### src/rtl/stump_control_fsm_if.sv
// Stump control bus: instruction/flag/memory-handshake inputs to the
// sequencer, and every datapath enable and operand select it drives.
interface stump_control_fsm_if;
  logic [15:0] ir;
  logic [3:0]  cc;
  logic        mem_ready;
  logic [1:0]  state;
  logic        ir_en;
  logic        pc_inc;
  logic        reg_write;
  logic [2:0]  dest;
  logic [2:0]  srcA;
  logic [2:0]  srcB;
  logic [1:0]  shift_op;
  logic        opB_imm;
  logic [15:0] imm16;
  logic [2:0]  alu_func;
  logic        cc_en;
  logic        mem_ren;
  logic        mem_wen;
  logic        addr_sel;

  // Sequencer side: consumes IR/CC/handshake, drives the datapath controls.
  modport master (
    input  ir, cc, mem_ready,
    output state, ir_en, pc_inc, reg_write, dest, srcA, srcB, shift_op,
           opB_imm, imm16, alu_func, cc_en, mem_ren, mem_wen, addr_sel
  );

  // Datapath side: supplies IR/CC/handshake, obeys the controls.
  modport slave (
    output ir, cc, mem_ready,
    input  state, ir_en, pc_inc, reg_write, dest, srcA, srcB, shift_op,
           opB_imm, imm16, alu_func, cc_en, mem_ren, mem_wen, addr_sel
  );
endinterface

### src/rtl/stump_control_fsm.sv
// Stump instruction sequencer. FETCH -> EXECUTE -> (MEMORY) -> FETCH.
// Only the state is registered; every control output is decoded
// combinationally from state, ir, cc and mem_ready. Write strobes are
// forced low while rst_n is asserted so a reset mid-access never commits.
module stump_control_fsm #(
  parameter logic [1:0] RESET_STATE = 2'b00
) (
  input logic                 clk,
  input logic                 rst_n,
  stump_control_fsm_if.master bus
);

  typedef enum logic [1:0] {
    FETCH   = 2'b00,
    EXECUTE = 2'b01,
    MEMORY  = 2'b10,
    UNUSED  = 2'b11
  } state_t;

  localparam logic [2:0] OP_MEM    = 3'b110;
  localparam logic [2:0] OP_BRANCH = 3'b111;

  state_t state_q;
  state_t state_d;

  // Instruction fields
  logic [2:0] op;
  logic       is_imm;
  logic       s_bit;
  logic [3:0] cond;
  logic       cc_n, cc_z, cc_v, cc_c;

  assign op     = bus.ir[15:13];
  assign is_imm = bus.ir[12];
  assign s_bit  = bus.ir[11];
  assign cond   = bus.ir[11:8];
  assign {cc_n, cc_z, cc_v, cc_c} = bus.cc;

  // Decoded operand fields, shared by EXECUTE and MEMORY
  logic [2:0]  dec_dest;
  logic [2:0]  dec_srca;
  logic [2:0]  dec_srcb;
  logic [1:0]  dec_shift;
  logic        dec_opb_imm;
  logic [15:0] dec_imm16;
  logic        cond_true;

  // Operand decode: branch, immediate and register forms
  always_comb begin
    // NOTE: every variable assigned here gets a default first, so no path
    // leaves a value unassigned and no latch is inferred.
    dec_dest    = bus.ir[10:8];
    dec_srca    = bus.ir[7:5];
    dec_srcb    = 3'd0;
    dec_shift   = 2'b00;
    dec_opb_imm = 1'b0;
    dec_imm16   = 16'h0000;
    if (op == OP_BRANCH) begin
      dec_dest    = 3'd7;
      dec_srca    = 3'd7;
      dec_opb_imm = 1'b1;
      dec_imm16   = {{8{bus.ir[7]}}, bus.ir[7:0]};
    end else if (is_imm) begin
      dec_opb_imm = 1'b1;
      dec_imm16   = {{11{bus.ir[4]}}, bus.ir[4:0]};
    end else begin
      dec_srcb  = bus.ir[4:2];
      dec_shift = bus.ir[1:0];
    end
  end

  // Branch condition evaluation against {N,Z,V,C}
  always_comb begin
    cond_true = 1'b0;
    case (cond)
      4'h0: cond_true = 1'b1;
      4'h1: cond_true = 1'b0;
      4'h2: cond_true = ~cc_c & ~cc_z;
      4'h3: cond_true = cc_c | cc_z;
      4'h4: cond_true = ~cc_c;
      4'h5: cond_true = cc_c;
      4'h6: cond_true = ~cc_z;
      4'h7: cond_true = cc_z;
      4'h8: cond_true = ~cc_v;
      4'h9: cond_true = cc_v;
      4'hA: cond_true = ~cc_n;
      4'hB: cond_true = cc_n;
      4'hC: cond_true = (cc_n == cc_v);
      4'hD: cond_true = (cc_n != cc_v);
      4'hE: cond_true = ~cc_z & (cc_n == cc_v);
      4'hF: cond_true = cc_z | (cc_n != cc_v);
      default: cond_true = 1'b0;
    endcase
  end

  // State register with synchronous active-low reset
  always_ff @(posedge clk) begin
    // NOTE: sequential state uses non-blocking assignment so every flop
    // samples pre-edge values regardless of process ordering.
    if (!rst_n) state_q <= state_t'(RESET_STATE);
    else        state_q <= state_d;
  end

  // Next-state and control-output decode
  always_comb begin
    state_d       = state_q;
    bus.ir_en     = 1'b0;
    bus.pc_inc    = 1'b0;
    bus.reg_write = 1'b0;
    bus.dest      = 3'd0;
    bus.srcA      = 3'd0;
    bus.srcB      = 3'd0;
    bus.shift_op  = 2'b00;
    bus.opB_imm   = 1'b0;
    bus.imm16     = 16'h0000;
    bus.alu_func  = 3'd0;
    bus.cc_en     = 1'b0;
    bus.mem_ren   = 1'b0;
    bus.mem_wen   = 1'b0;
    bus.addr_sel  = 1'b0;

    case (state_q)
      FETCH: begin
        bus.addr_sel = 1'b0;
        bus.mem_ren  = 1'b1;
        if (bus.mem_ready) begin
          bus.ir_en  = 1'b1;
          bus.pc_inc = 1'b1;
          state_d    = EXECUTE;
        end
      end

      EXECUTE: begin
        bus.dest     = dec_dest;
        bus.srcA     = dec_srca;
        bus.srcB     = dec_srcb;
        bus.shift_op = dec_shift;
        bus.opB_imm  = dec_opb_imm;
        bus.imm16    = dec_imm16;
        bus.alu_func = op;
        if (op == OP_BRANCH) begin
          bus.reg_write = cond_true;
          state_d       = FETCH;
        end else if (op == OP_MEM) begin
          state_d = MEMORY;
        end else begin
          bus.reg_write = 1'b1;
          bus.cc_en     = s_bit;
          state_d       = FETCH;
        end
      end

      MEMORY: begin
        bus.dest     = dec_dest;
        bus.srcA     = dec_srca;
        bus.srcB     = dec_srcb;
        bus.shift_op = dec_shift;
        bus.opB_imm  = dec_opb_imm;
        bus.imm16    = dec_imm16;
        bus.alu_func = OP_MEM;
        bus.addr_sel = 1'b1;
        if (s_bit) begin
          // Store: data register travels on operand B
          bus.mem_wen = 1'b1;
          bus.srcB    = dec_dest;
        end else begin
          bus.mem_ren = 1'b1;
        end
        if (bus.mem_ready) begin
          bus.reg_write = ~s_bit;
          state_d       = FETCH;
        end
      end

      default: state_d = FETCH;
    endcase

    // A reset cycle commits nothing, even mid-access
    if (!rst_n) begin
      bus.ir_en     = 1'b0;
      bus.pc_inc    = 1'b0;
      bus.reg_write = 1'b0;
      bus.cc_en     = 1'b0;
      bus.mem_wen   = 1'b0;
    end
  end

  assign bus.state = state_q;

endmodule

### src/flat_wrapper.sv
// flat-port wrapper written by rule: the top's interface ports become plain ports
module stump_control_fsm_flat 
#(
  parameter logic [1:0] RESET_STATE = 2'b00
)
  (clk, rst_n, bus_ir, bus_cc, bus_mem_ready, bus_state, bus_ir_en, bus_pc_inc, bus_reg_write, bus_dest, bus_srcA, bus_srcB, bus_shift_op, bus_opB_imm, bus_imm16, bus_alu_func, bus_cc_en, bus_mem_ren, bus_mem_wen, bus_addr_sel);
  stump_control_fsm_if bus_i ();
  input logic clk;
  input logic rst_n;
  input wire logic [$bits(bus_i.ir)-1:0] bus_ir;
  input wire logic [$bits(bus_i.cc)-1:0] bus_cc;
  input wire logic [$bits(bus_i.mem_ready)-1:0] bus_mem_ready;
  output wire logic [$bits(bus_i.state)-1:0] bus_state;
  output wire logic [$bits(bus_i.ir_en)-1:0] bus_ir_en;
  output wire logic [$bits(bus_i.pc_inc)-1:0] bus_pc_inc;
  output wire logic [$bits(bus_i.reg_write)-1:0] bus_reg_write;
  output wire logic [$bits(bus_i.dest)-1:0] bus_dest;
  output wire logic [$bits(bus_i.srcA)-1:0] bus_srcA;
  output wire logic [$bits(bus_i.srcB)-1:0] bus_srcB;
  output wire logic [$bits(bus_i.shift_op)-1:0] bus_shift_op;
  output wire logic [$bits(bus_i.opB_imm)-1:0] bus_opB_imm;
  output wire logic [$bits(bus_i.imm16)-1:0] bus_imm16;
  output wire logic [$bits(bus_i.alu_func)-1:0] bus_alu_func;
  output wire logic [$bits(bus_i.cc_en)-1:0] bus_cc_en;
  output wire logic [$bits(bus_i.mem_ren)-1:0] bus_mem_ren;
  output wire logic [$bits(bus_i.mem_wen)-1:0] bus_mem_wen;
  output wire logic [$bits(bus_i.addr_sel)-1:0] bus_addr_sel;
  assign bus_i.ir = bus_ir;
  assign bus_i.cc = bus_cc;
  assign bus_i.mem_ready = bus_mem_ready;
  assign bus_state = bus_i.state;
  assign bus_ir_en = bus_i.ir_en;
  assign bus_pc_inc = bus_i.pc_inc;
  assign bus_reg_write = bus_i.reg_write;
  assign bus_dest = bus_i.dest;
  assign bus_srcA = bus_i.srcA;
  assign bus_srcB = bus_i.srcB;
  assign bus_shift_op = bus_i.shift_op;
  assign bus_opB_imm = bus_i.opB_imm;
  assign bus_imm16 = bus_i.imm16;
  assign bus_alu_func = bus_i.alu_func;
  assign bus_cc_en = bus_i.cc_en;
  assign bus_mem_ren = bus_i.mem_ren;
  assign bus_mem_wen = bus_i.mem_wen;
  assign bus_addr_sel = bus_i.addr_sel;
  stump_control_fsm #(.RESET_STATE(RESET_STATE)) u_core (.clk(clk), .rst_n(rst_n), .bus(bus_i));
endmodule
### config.mk
export PLATFORM = sky130hd
export DESIGN_NAME = stump_control_fsm_flat
export DESIGN_NICKNAME = d
export VERILOG_FILES = /design/src/rtl/stump_control_fsm_if.sv /design/src/rtl/stump_control_fsm.sv /design/src/flat_wrapper.sv
export SDC_FILE = /design/constraint.sdc
export NUM_CORES = 1
export LEC_CHECK = 0
export CAP_MARGIN = 20
export CORE_MARGIN = 5
export CORE_UTILIZATION = 25
export DETAILED_ROUTE_END_ITERATION = 8
export GPL_TIMING_DRIVEN = 0
export PLACE_DENSITY = 0.66
export SYNTH_ARGS = -nofsm -noshare
export SYNTH_HDL_FRONTEND = slang
export SYNTH_SLANG_ARGS = --single-unit
### constraint.sdc
create_clock -name clk -period 2.35 [get_ports clk]
set_clock_uncertainty 0.05 [all_clocks]
set_input_delay 0.5875 -clock clk [delete_from_list [all_inputs] [get_ports clk]]
set_output_delay 0.5875 -clock clk [all_outputs]
set_load 0.01 [all_outputs]
Word level (Yosys, flattened, before mapping) --
Index checks and enable logic that the tools add are counted.
Storage, ports and cells: register bits 2, latch bits 0, bits in writable memories 0, memory bits (read-only) 0, input bits 23, output and inout bits 40, logic and storage cells 79, memories 0
Operators by class: add/subtract/negate cells 0, multiply operators 0, div/mod/pow operators 0, $lt $le $gt $ge 0, equal/unequal tests 23, shift operators 0, multiplexer cells 42, bitwise gates (word level) 9, reductions and logical operators 4
Operator list (number):
- $mux W16 | 3
- $eq A4 B4 Y1 const B | 8
- $mux W3 | 7
- $mux W1 | 19
- $eq A4 B3 Y1 const B | 4
- $pmux W1 S16 | 1
- $mux W2 | 7
- $pmux W3 S2 | 2
- $eq A4 B2 Y1 const B | 2
- $eq A3 B3 Y1 const B | 2
- $pmux W2 S3 | 1
- $not A1 Y1 | 5
- $eq A4 B1 Y1 const B | 1
- $logic_not A4 Y1 | 1
- $ne A2 B2 Y1 const B | 2
- $pmux W1 S2 | 2
- $and A1 B1 Y1 | 2
- $eq A2 B1 Y1 const B | 1
- $eq A2 B2 Y1 const B | 1
- $logic_not A2 Y1 | 1
- $or A1 B1 Y1 | 2
- $reduce_and A2 Y1 | 1
- $reduce_or A2 Y1 | 1
- $eq A1 B1 Y1 | 1
- $ne A1 B1 Y1 | 1

Longest topological paths before layout --
Gate-level depths: netlist of run 1.
depth after elaboration 6, mapped depth 7, mapped depth without buffers 6

Worst setup path before layout of run 1 --
Ideal clock, no wire load.
kind input to output, from input bus_ir[15], to output bus_imm16[10], arrival 1.803 ns, required time 1.712 ns, slack -0.090 ns, stages on the path 5, buffers on the path 2, cell sequence and3_1 clkbuf_1 nand2_1 a21boi_1 buf_4
On the way: longest elaborated chain between the ends 3
Ends and longest elaborated chain:
- start: declaration | line flat_wrapper.sv:10 | input wire logic [$bits(bus_i.ir)-1:0] bus_ir;
- $eq A3 B3 Y1 | line stump_control_fsm.sv:58 | if (op == OP_BRANCH) begin
- $mux W16 | line stump_control_fsm.sv:58
- $mux W16 | line stump_control_fsm.sv:122 | case (state_q)
- end: declaration | line flat_wrapper.sv:22 | output wire logic [$bits(bus_i.imm16)-1:0] bus_imm16;
Every way passes these cells.

Final worst setup path of run 1 --
from input bus_mem_ready, to output bus_reg_write
On the way: longest elaborated chain between the ends 3
Ends and longest elaborated chain:
- start: declaration | line flat_wrapper.sv:12 | input wire logic [$bits(bus_i.mem_ready)-1:0] bus_mem_ready;
- $mux W1 | line stump_control_fsm.sv:169 | if (bus.mem_ready) begin
- $pmux W1 S2 | line stump_control_fsm.sv:122
- $mux W1 | line stump_control_fsm.sv:179 | if (!rst_n) begin
- end: declaration | line flat_wrapper.sv:16 | output wire logic [$bits(bus_i.reg_write)-1:0] bus_reg_write;
Every way passes these cells.

==> results of run 1 <==
==> stage by stage <==
step | TNS [ps] | cell area, µm²
after floorplan | 0 | 729
after global placement | -23510 | 1370
after detailed placement | -24200 | 1370
after CTS | -12.2 | 1560
after global routing | -63.2 | 1580
final | 0 | 1580
==> routing by layer <==
layer	routed length (µm)	up-vias	global-route usage (%)
met2	1600	47	26.6
met3	273	2	3.33
met5	0	-	0
met1	1180	480	15.8
li1	-	527	-
met4	8	0	2.08
==> critical path, stage by stage <==
cell             delay [ps]
clkdlybuf4s15_1         220
and3b_1                 230
a211oi_2                140
o221ai_1                130
o31a_1                  250
buf_2                   140
==> layout make-up <==
class | instances | area (µm²) | area share (%)
multi-input cells | 86 | 696 | 44.0
repair buffers | 75 | 647 | 40.9
plain buffers | 13 | 111 | 7.04
flip-flops and latches | 2 | 47.5 | 3.01
well taps | 31 | 38.8 | 2.45
clock buffers | 3 | 22.5 | 1.42
inverters | 5 | 18.8 | 1.19
==> cells by family after synthesis <==
family	count (synthesis)	share of synthesized area, %
DFF	2	5.52
muxes	1	1.38
xor gates and xnor gates	5	6.04
buffers and inverters	21	17.8
adders and majority gates	3	5.17
AOI/OAI and AO/OA	32	31.7
and+or+nand+nor	44	32.4
==> cell usage after synthesis <==
| cell | count | share of area (%) |
|---|---|---|
| o21bai_1 | 1 | 1.0 |
| a211oi_2 | 1 | 1.7 |
| mux2i_1 | 1 | 1.4 |
| or2_0 | 1 | 0.86 |
| or2_2 | 1 | 0.86 |
| a2111oi_1 | 1 | 1.4 |
| buf_4 | 11 | 11 |
| and3_1 | 5 | 4.3 |
| xnor2_1 | 3 | 3.6 |
| o221ai_1 | 1 | 1.2 |
| o21a_1 | 6 | 6.2 |
| a31oi_1 | 2 | 1.7 |
| o21ai_0 | 4 | 2.8 |
| dfxtp_1 | 2 | 5.5 |
| nor2b_1 | 5 | 4.3 |
| and4_1 | 1 | 1.2 |
| nor3_1 | 3 | 2.1 |
| nand2b_1 | 1 | 0.86 |
| o211ai_1 | 2 | 2.1 |
| nand2_1 | 9 | 4.7 |
| xor2_1 | 2 | 2.4 |
| a21oi_1 | 4 | 2.8 |
| a21o_1 | 1 | 1.0 |
| o31a_1 | 2 | 2.4 |
| buf_2 | 1 | 0.69 |
| inv_1 | 5 | 2.6 |
| ha_1 | 3 | 5.2 |
| nand3_1 | 7 | 4.8 |
| clkbuf_1 | 3 | 1.6 |
| o2111ai_1 | 1 | 1.2 |
| buf_6 | 1 | 1.6 |
| a21boi_1 | 6 | 6.2 |
| and3b_1 | 1 | 1.2 |
| and2_1 | 6 | 5.2 |
| nor2_1 | 4 | 2.1 |
==> path summary, 6_finish.rpt <==
kind | from | to | slack [ps] | depth (start not counted)
worst min-delay path | u_core.bus.state[0]$_SDFFE_PN0P_ | u_core.bus.state[0]$_SDFFE_PN0P_ | 510 | 2
worst max-delay path | bus_mem_ready | bus_reg_write | 10 | 6
worst min register to register | u_core.bus.state[0]$_SDFFE_PN0P_ | u_core.bus.state[0]$_SDFFE_PN0P_ | 510 | 2
worst max register to register | u_core.bus.state[0]$_SDFFE_PN0P_ | u_core.bus.state[1]$_SDFFE_PN0P_ | 1150 | 6
==> power by group through the flow <==
stage	clock [mW]	combinational (mW)	sequential, mW
2_1_floorplan	0	0.101	0.0384
3_3_place_gp	0	0.215	0.0378
3_5_place_dp	0	0.218	0.0380
4_1_cts	0.0763	0.242	0.0383
5_1_grt	0.0807	0.269	0.0371
6_report	0.0722	0.250	0.0366
==> timing repair <==
action	in CTS	in global routing
gates resized for setup	124	12
hold buffers	0	0
hold endpoints to repair	0	0
setup endpoints to repair	37	13
pin swaps	11	2
gates cloned	1	0
buffers inserted	15	2
==> impl_metrics.yaml, run 1 <==
synthesis:
  syn_area_um2: 726
  synth.avg_cell_area_um2: 6.72
  yosysUniqueCellTypes: 35
  ys_seq_elements: 2
  synth_sequential_area_ratio_pct: 5.52
  yosysWarnings: 0
  syn-num-nets: 134
  synthCells: 108
pwr:
  total_power_mw: 0.359
  seqPwrFrac_pct: 10.2
  internal_power_mw: 0.229
  max-vdd-ir-drop_mv: 0.268
  power_density_nw_per_um2: 227
  p_leak_nw: 0.780
  p_clk_share_pct: 20.1
  p_switching_mw: 0.130
  p_comb_share_pct: 69.7
  swShare_pct: 36.1
critical_path:
  criticalPathCategory: "input port to primary output"
  cp_max_fo: 5
  arrival_ps: 1700
  cp-start-kind: "input port"
  required_ps: 1710
  end_kind: "primary output"
die:
  num_rows: 19
  die-area_um2: 4080
  io_pins: 63
  die_h_um: 63.9
  die_w_um: 63.9
  core_region_area_um2: 2760
  start_util_pct: 26.3
placement:
  dp_hpwl_um: 2220
  place_ws_ps: -1100
  place_inst: 199
  numPortBuffers: 60
  gp_congestion: 0.724
global_route:
  overflow: 0
  grt_pass1_wl_um: 4890
  grt_antenna_before_repair: 0
  track_usage_pct: 14.0
  grt_start_max_net_pins: 12
  grt_pass1_vias: 1078
final_layout:
  largest_register_ffs: 2
  layout.cells.non_filler: 215
  final.fill_count: 247
  utilization_pct: 57.4
  final_nets: 212
  n_antenna_cell: 0
  most-common-layout-cells: "buf_4, dlygate4sd2_1, clkdlybuf4s50_1"
  final_common_cell: "buf_4"
  drive_above_1_share_pct: 39.1
  syn2layout_area_growth_pct: 118
outcome:
  status: "finished, final reports clean"
timing:
  setup_violations: 0
  slew_headroom_pct: 82.7
  period_share_pct: 99.4
  hold_viol: 0
  hold_slack_ps: 511
  setup_slack_ps: 14.2
  drv_slew: 0
  fmax_ghz: 0.428
  tightest_slew_ps: 259
  min_period_ps: 2340
  rsz0062_at_grt: "yes"
route:
  first_pass_iters: 4
  drc: 0
  num_vias: 1056
  wire_per_inst_um: 14.2
  ant_nets: 0
  drtIter0Drc: 29
  wl_um: 3050
  via_per_inst: 4.91
cts:
  cts_sinks: 2
  htreeDepth: 1
  clkTransAtPathRegs_ps: 30
  cts_tree: "done"
  insertion_delay_ps: 220
  root_buffer: "clkbuf_4"
  cts.path.max_buffers: 2
  cts_buffers: 3
run:
  max-cap-violations: 0
worst_hold_path:
  hold_path_class: "flop to flop"
Power figures use the tool's default switching activity.
==> run 2, diff against run 1 <==
- CAP_MARGIN: 20 -> not set
==> results of run 2 <==
Final layout, timing and power as in run 1 (identical DEF).
